### src/rtl/range_count_ctrl.sv
// Bounded range counter sequencer: programmable lo/hi bounds, start/stop/pause
// control, continuous or one-shot runs. Optional DOWN_COUNT_EN adds a dir input.
module range_count_ctrl #(
    parameter int unsigned WIDTH  = 4,
    parameter int unsigned DEF_LO = 5,
    parameter int unsigned DEF_HI = 15
) (
    input  logic             clk,
    input  logic             rst,
    input  logic             cfg_we,
    input  logic [WIDTH-1:0] cfg_lo,
    input  logic [WIDTH-1:0] cfg_hi,
    input  logic             start,
    input  logic             stop,
    input  logic             pause,
    input  logic             oneshot,
`ifdef DOWN_COUNT_EN
    input  logic             dir,
`endif
    output logic [WIDTH-1:0] count,
    output logic             busy,
    output logic             wrap,
    output logic             done,
    output logic             cfg_err
);

    localparam logic [WIDTH-1:0] RESET_LO = DEF_LO[WIDTH-1:0];
    localparam logic [WIDTH-1:0] RESET_HI = DEF_HI[WIDTH-1:0];
    localparam logic [WIDTH-1:0] ONE      = {{(WIDTH-1){1'b0}}, 1'b1};

    typedef enum logic [1:0] {
        IDLE = 2'd0,
        RUN  = 2'd1,
        HOLD = 2'd2
    } state_t;

    state_t           state_q, state_d;
    logic [WIDTH-1:0] loBound_q, loBound_d;
    logic [WIDTH-1:0] hiBound_q, hiBound_d;
    logic [WIDTH-1:0] count_q, count_d;
    logic             oneshot_q, oneshot_d;
    logic             downDir_q, downDir_d;
    logic             wrap_q, wrap_d;
    logic             done_q, done_d;
    logic             cfgErr_q, cfgErr_d;

    logic             dirIn;
    logic [WIDTH-1:0] endBound;
    logic [WIDTH-1:0] reloadBound;
    logic [WIDTH-1:0] steppedCount;

`ifdef DOWN_COUNT_EN
    assign dirIn = dir;
`else
    assign dirIn = 1'b0;
`endif

    // Direction picks which bound terminates a pass and which one the count
    // reloads to; the count never leaves [lo, hi] so the step cannot wrap.
    assign endBound     = downDir_q ? loBound_q : hiBound_q;
    assign reloadBound  = downDir_q ? hiBound_q : loBound_q;
    assign steppedCount = downDir_q ? (count_q - ONE) : (count_q + ONE);

    always_comb begin
        state_d   = state_q;
        loBound_d = loBound_q;
        hiBound_d = hiBound_q;
        count_d   = count_q;
        oneshot_d = oneshot_q;
        downDir_d = downDir_q;
        cfgErr_d  = cfgErr_q;
        wrap_d    = 1'b0;
        done_d    = 1'b0;

        case (state_q)
            IDLE: begin
                // A config write in the same cycle as start wins; start is dropped.
                if (cfg_we) begin
                    if (cfg_lo <= cfg_hi) begin
                        loBound_d = cfg_lo;
                        hiBound_d = cfg_hi;
                        count_d   = cfg_lo;
                        cfgErr_d  = 1'b0;
                    end else begin
                        cfgErr_d  = 1'b1;
                    end
                end else if (start && !stop) begin
                    state_d   = RUN;
                    oneshot_d = oneshot;
                    downDir_d = dirIn;
                    count_d   = dirIn ? hiBound_q : loBound_q;
                end
            end

            RUN: begin
                if (stop) begin
                    state_d = IDLE;
                    count_d = loBound_q;
                end else if (pause) begin
                    state_d = HOLD;
                end else if (count_q == endBound) begin
                    if (oneshot_q) begin
                        state_d = IDLE;
                        done_d  = 1'b1;
                    end else begin
                        count_d = reloadBound;
                        wrap_d  = 1'b1;
                    end
                end else begin
                    count_d = steppedCount;
                end
            end

            HOLD: begin
                // Leaving HOLD takes one edge with the count still frozen.
                if (stop) begin
                    state_d = IDLE;
                    count_d = loBound_q;
                end else if (!pause) begin
                    state_d = RUN;
                end
            end

            default: begin
                state_d = IDLE;
                count_d = loBound_q;
            end
        endcase
    end

    always_ff @(posedge clk) begin
        if (rst) begin
            state_q   <= IDLE;
            loBound_q <= RESET_LO;
            hiBound_q <= RESET_HI;
            count_q   <= RESET_LO;
            oneshot_q <= 1'b0;
            downDir_q <= 1'b0;
            wrap_q    <= 1'b0;
            done_q    <= 1'b0;
            cfgErr_q  <= 1'b0;
        end else begin
            state_q   <= state_d;
            loBound_q <= loBound_d;
            hiBound_q <= hiBound_d;
            count_q   <= count_d;
            oneshot_q <= oneshot_d;
            downDir_q <= downDir_d;
            wrap_q    <= wrap_d;
            done_q    <= done_d;
            cfgErr_q  <= cfgErr_d;
        end
    end

    assign count   = count_q;
    assign busy    = (state_q != IDLE);
    assign wrap    = wrap_q;
    assign done    = done_q;
    assign cfg_err = cfgErr_q;

endmodule

### config.mk
export PLATFORM = sky130hd
export DESIGN_NAME = range_count_ctrl
export DESIGN_NICKNAME = d
export VERILOG_FILES = /design/src/rtl/range_count_ctrl.sv
export SDC_FILE = /design/constraint.sdc
export NUM_CORES = 1
export LEC_CHECK = 0
export ABC_AREA = 1
export CAP_MARGIN = 20
export CORE_MARGIN = 5
export CORE_UTILIZATION = 30
export CTS_CLUSTER_SIZE = 16
export DETAILED_ROUTE_END_ITERATION = 6
export MAX_ROUTING_LAYER = met4
export PLACE_DENSITY = 0.61
export SYNTH_ARGS = -nofsm -noshare
export SYNTH_HDL_FRONTEND = slang
export SYNTH_SLANG_ARGS = --single-unit
### constraint.sdc
create_clock -name clk -period 3.03 [get_ports clk]
set_input_delay 0.303 -clock clk [delete_from_list [all_inputs] [get_ports clk]]
set_output_delay 0.303 -clock clk [all_outputs]
set_load 0.01 [all_outputs]
==> results of run 1 <==
-- flip-flops by register name, summed over array words and instances, names as in the netlist --
| signal | flops |
|---|---|
| hiBound_q | 4 |
| wrap | 1 |
| loBound_q | 4 |
| done | 1 |
| oneshot_q | 1 |
| count | 4 |
| cfg_err | 1 |
| state_q | 2 |
-- worst max-delay path, cell delays in order, from the launching register on --
cell and delay [ns]:
dfxtp_1 0.51, nor2_4 0.10, inv_4 0.10, clkdlybuf4s50_1 0.54
-- kinds of logic (layout without fill, tap and decap cells) --
family                     after synthesis  after routing  synth area share (%)
DFF                                     18             18                  31.5
and+or+nand+nor                         71             71                  32.2
adders and majority gates                5              5                  5.47
buffers and inverters                   33             56                  11.2
xor gates and xnor gates                 2              2                  1.53
AOI/OAI and AO/OA                       34             34                  18.2
-- report_power, final --
part           internal, W  switching, W  total (W)
Sequential        0.000257     0.0000208   0.000278
Clock            0.0000886     0.0000831   0.000172
Combinational    0.0000800     0.0000980   0.000178
Total             0.000426      0.000202   0.000628
-- layout make-up --
type / instances / share of cell area, %
Timing Repair Buffer: 22 / 15.1
Clock buffer: 3 / 2.84
Tap cell: 48 / 4.12
Multi-Input combinational cell: 112 / 45.0
Sequential cell: 18 / 24.7
Inverter: 31 / 8.16
-- layout by cell type (no fill, tap or decap), types with 4 or more instances in the layout --
master,Yosys,routed
clkdlybuf4s50_1,0,22
a21oi_1,10,10
dfxtp_1,18,18
nand2_1,37,37
nand3_1,8,8
nor2_2,4,4
nor2_1,6,6
nand2_2,6,6
o211ai_1,7,7
ha_1,5,5
inv_2,4,4
o21ai_0,9,9
inv_1,26,26
-- stage by stage --
stage / power, W / util, % / cell area (µm²) / hold WS, ns / worst slack, ns
2_1_floorplan: 0.000398 / - / 1140 / 0.365 / 1.64
3_3_place_gp: 0.000463 / 38.4 / 1420 / 0.469 / 0.969
3_5_place_dp: 0.000462 / 38.4 / 1420 / 0.468 / 0.953
4_1_cts: 0.000637 / 39.5 / 1460 / 0.478 / 1.21
5_1_grt: 0.000670 / 39.5 / 1460 / 0.522 / 0.999
6_report: 0.000628 / 39.5 / 1460 / 0.480 / 1.23
-- path summary, 6_finish.rpt --
path	start	endpoint	slack, ns	cells after the start
worst max-delay path	state_q[1]	busy	1.23	3
worst min-delay path	loBound_q[1]	loBound_q[1]	0.48	2
worst max register to register	count[1]	count[3]	1.60	11
worst min register to register	loBound_q[1]	loBound_q[1]	0.48	2
-- layer usage --
layer,GRT usage [%],up-vias,part of all wire (%)
met5,-,-,0
met4,6.26,0,2.8
met3,1.96,5,5.4
met2,15.8,23,41
met1,14.7,427,51
li1,-,576,-
==> results.tsv, run 1 <==
metric	value	unit
async_flop_share	0	%
ctsHoldBuffers	0	
period_share	59.6	%
die_y	71.7	µm
postSynthCellCount	163	
multi_input_area	656	µm²
hold_viol	0	
dieArea	0.00515	mm²
routed_wl	2570	µm
postRouteAntennaNets	0	
postCtsSetupBuffers	0	
yosysMostFrequentCell	nand2_1	
final-max-slew-violation-count	0	
powerDensity	431	mW/mm²
drc_errors	0	
cts_buffer_depth	2	
cts_buffers	3	
ys_ff_latch	18	
yosysTopAreaCellShare	31.5	%
start_util	31.0	%
h-tree-depth	1	
fp.dieW	71.7	µm
firstDrtPassIters	4	
antenna_found_initial	0	
ys.flop_type	dfxtp_1	
hpwl	2020	µm
clock_latency	0.26	ns
max_freq	554	MHz
startpoint_type	flip-flop	
required	2.73	ns
rows	22	
syn_area_per_cell	7.02	µm²
overflow	0	
core_area	0.00369	mm²
synth.area.top_cells	dfxtp_1 32%, nand2_1 12%, inv_1 8.5%	
gp_congestion	0.787	
setup_tns	0	ns
grt_pass1_wl	4330	µm
yosysTopAreaCell	dfxtp_1	
port_buffers	22	
final_nets	208	
syn_to_final_growth	27.4	%
instances_no_fill	234	
slew_headroom	78.5	%
rsz0062_at_grt	false	
worstPathMaxFanout	7	
cts_tree	built	
arrival	1.50	ns
yosysWarnings	0	
cts_root_buf	clkbuf_8	
placed_cells	231	
worst_slew_pin_slew	0.322	ns
wire_per_inst	11.0	µm
ioPinCount	23	
n_antenna_cell	0	
finalSetupViolations	0	
hold_class	flip-flop to flip-flop	
peakVddDrop	157	µV
num_vias	1031	
synth_edf_count	0	
drive_above_1_share	14.0	%
grt_pass1_vias	923	
criticalPathCategory	flip-flop to output port	
synth_cell_types	28	
fin_skew	0.00509	ns
synthesis.nets	183	
endpoint_kind	output port	
netlist_area	0.00114	mm²
drv_cap	0	
seqCellArea	360	µm²
grt_use_total	11.1	%
drtIter0Drc	49	
synthTopCellsByCount	37 x nand2_1, 26 x inv_1, 18 x dfxtp_1, 10 x a21oi_1, 9 x o21ai_0	
grt_start_max_net_pins	14	
status	complete, no violations	
num-fill-cells	397	
clk_pin_slew	0.07	ns
via_per_inst	4.41	
yosysSeqAreaShare	31.5	%
cts_sinks	18	
p_leak	0.702	nW
cts_resized	0	
period_minus_slack	1.80	ns
(Power assumes the default switching activity.)
==> run 2: changes to the inputs <==
PLACE_DENSITY = 0.63   (was 0.61)
clock period = 1.6 ns   (was 3.03 ns; I/O delays follow)
==> run 2 against run 1 <==
First-iteration DRC count decreased by 2.0%. Largest cell class unchanged. Critical path depth increased by 9. Power increased by 110%.
==> results.tsv, run 2 (synthesis gave the netlist of run 1 again) <==
metric	value	unit	change
finalSetupViolations	0		unchanged
grt_pass1_wl	4450	µm	was 4330 µm
hold_class	flip-flop to flip-flop		unchanged
multi_input_area	698	µm²	was 656 µm²
hold_viol	0		unchanged
num-fill-cells	387		was 397
rsz0062_at_grt	true		was false
num_vias	1110		was 1,031
grt_use_met1	14.5	%	was 14.7%
firstDrtPassIters	4		unchanged
cp-endpoint	loBound_q[1]		was busy
drtIter0Drc	48		was 49
peakVddDrop	280	µV	was 157 µV
p_leak	0.787	nW	was 0.702 nW
arrival	1.73	ns	was 1.50 ns
cts_tree	built		unchanged
final-max-slew-violation-count	0		unchanged
via_per_inst	4.42		was 4.41
port_buffers	22		unchanged
crit_path_frequent_cell	nand2_2		
cts_buffer_depth	2		unchanged
layout_commonest_cell	nand2_1		unchanged
antenna_found_initial	0		unchanged
gp_congestion	0.823		was 0.787
fp.dieW	71.7	µm	unchanged
worstPathMaxFanout	8		was 7
max_freq	651	MHz	
postRouteAntennaNets	0		unchanged
max_stage_delay	0.47	ns	was 0.54 ns
period_share	96.1	%	
worst_slew_pin_slew	0.364	ns	was 0.322 ns
cts_root_buf	clkbuf_8		unchanged
mostFrequentLayoutCells	35 x nand2_1, 23 x inv_1, 22 x clkdlybuf4s50_1, 17 x dfxtp_1, 14 x buf_4		was 37 x nand2_1, 26 x inv_1, 22 x clkdlybuf4s50_1, 18 x dfxtp_1, 10 x a21oi_1
overflow	0		unchanged
cts_buffers	3		unchanged
ff2ff_setup_slack	0.19	ns	was 1.60 ns
grt-busiest-layer	met2		unchanged
use_met2	16.9	%	was 15.8%
instances_no_fill	251		was 234
grt_use_total	11.2	%	was 11.1%
postCtsSetupBuffers	0		unchanged
wire_per_inst	10.8	µm	was 11.0 µm
h-tree-depth	1		unchanged
powerDensity	794	mW/mm²	was 431 mW/mm²
endpoint_kind	flip-flop		was output port
fin_skew	0.00487	ns	was 0.00509 ns
drv_cap	0		unchanged
placed_cells	247		was 231
startpoint_type	input port		was flip-flop
rr_startpoint	count[0]		was count[1]
start_util	31.0	%	unchanged
reg2reg_depth	10		was 11
worst_slack	0.0631	ns	was 1.23 ns
dp_slack	-0.217	ns	was 0.953 ns
cp_cell_sequence	clkdlybuf4s50_1, inv_2, ha_4, inv_1, o21bai_1, nand2_1, nand2_2, nand2_2, nand2_2, buf_6, o21ai_1, a21oi_1		was nor2_4, inv_4, clkdlybuf4s50_1
core_area	0.00369	mm²	unchanged
seqCellArea	364	µm²	was 360 µm²
grt_pass1_vias	1010		was 923
cts_sinks	18		unchanged
final_util	44.6	%	was 39.5%
criticalPathCategory	input port to flip-flop		was flip-flop to output port
n_antenna_cell	0		unchanged
hpwl	2130	µm	was 2020 µm
slew_headroom	75.7	%	was 78.5%
period_minus_slack	1.54	ns	
ioPinCount	23		unchanged
die_y	71.7	µm	unchanged
crit_path_start	cfg_hi[1]		was state_q[1]
grt_start_max_net_pins	12		was 14
r2r_end	count[0]		was count[3]
clk_pin_slew	0.07	ns	about the same
met3_usage	1.54	%	was 1.96%
slowest_stage	clkdlybuf4s50_1		unchanged
routed_wl	2710	µm	was 2570 µm
syn_to_final_growth	43.8	%	was 27.4%
required	1.79	ns	was 2.73 ns
dieArea	0.00515	mm²	unchanged
rows	22		unchanged
final_nets	224		was 208
p_total	0.00131	W	was 0.000628 W
status	complete, no violations		unchanged
drive_above_1_share	25.6	%	was 14.0%
clock_latency	0.26	ns	about the same
drc_errors	0		unchanged
run 2: what timing repair did:
item	in CTS	in global routing
pin swaps	0	3
resized for setup	1	14
endpoints found under the setup margin	1	14
hold buffers	0	0
run 2: metal layers:
layer  part of all wire, %  vias to the layer above
met5                     0                        -
met2                    46                       21
met1                    48                      474
met4                   2.0                        0
li1                      -                      611
met3                   4.2                        4
run 2: worst min-delay path by stage:
stage	start	slack [ns]	endpoint	cells past startpoint
6_report	loBound_q[1]	0.47	loBound_q[1]	2
5_1_grt	loBound_q[2]	0.51	loBound_q[2]	2
4_1_cts	loBound_q[1]	0.48	loBound_q[1]	2
3_5_place_dp	loBound_q[1]	0.47	loBound_q[1]	2
3_3_place_gp	loBound_q[1]	0.47	loBound_q[1]	2
2_1_floorplan	rst	0.22	count[3]	1
run 2: worst max-delay path, delay by kind of cell:
kind / cells / cell delay [ns]
and+or+nand+nor: 4 / 0.32
adders and majority gates: 1 / 0.26
AOI/OAI and AO/OA: 3 / 0.31
buffers and inverters: 4 / 0.68
run 2: where the power goes:
part / internal (W) / total (W) / leakage (nW) / switching [W]
clock: 0.000219 / 0.000383 / 0.0288 / 0.000164
combinational: 0.000195 / 0.000404 / 0.609 / 0.000209
sequential: 0.000485 / 0.000519 / 0.149 / 0.0000333
run 2: final cells by class:
type,count,area share [%]
clock buffer,4,3.35
inverter,31,7.23
multi-input combinational,112,42.5
sequential,18,22.1
tap,48,3.65
timing repair buffer,38,21.2
run 2: stage by stage:
step | setup TNS [ns] | area, µm² | hold WS [ns]
2_1_floorplan | 0 | 1140 | 0.222
3_3_place_gp | -2.07 | 1540 | 0.465
3_5_place_dp | -2.32 | 1540 | 0.469
4_1_cts | 0 | 1590 | 0.478
5_1_grt | -0.223 | 1640 | 0.509
6_report | 0 | 1640 | 0.475
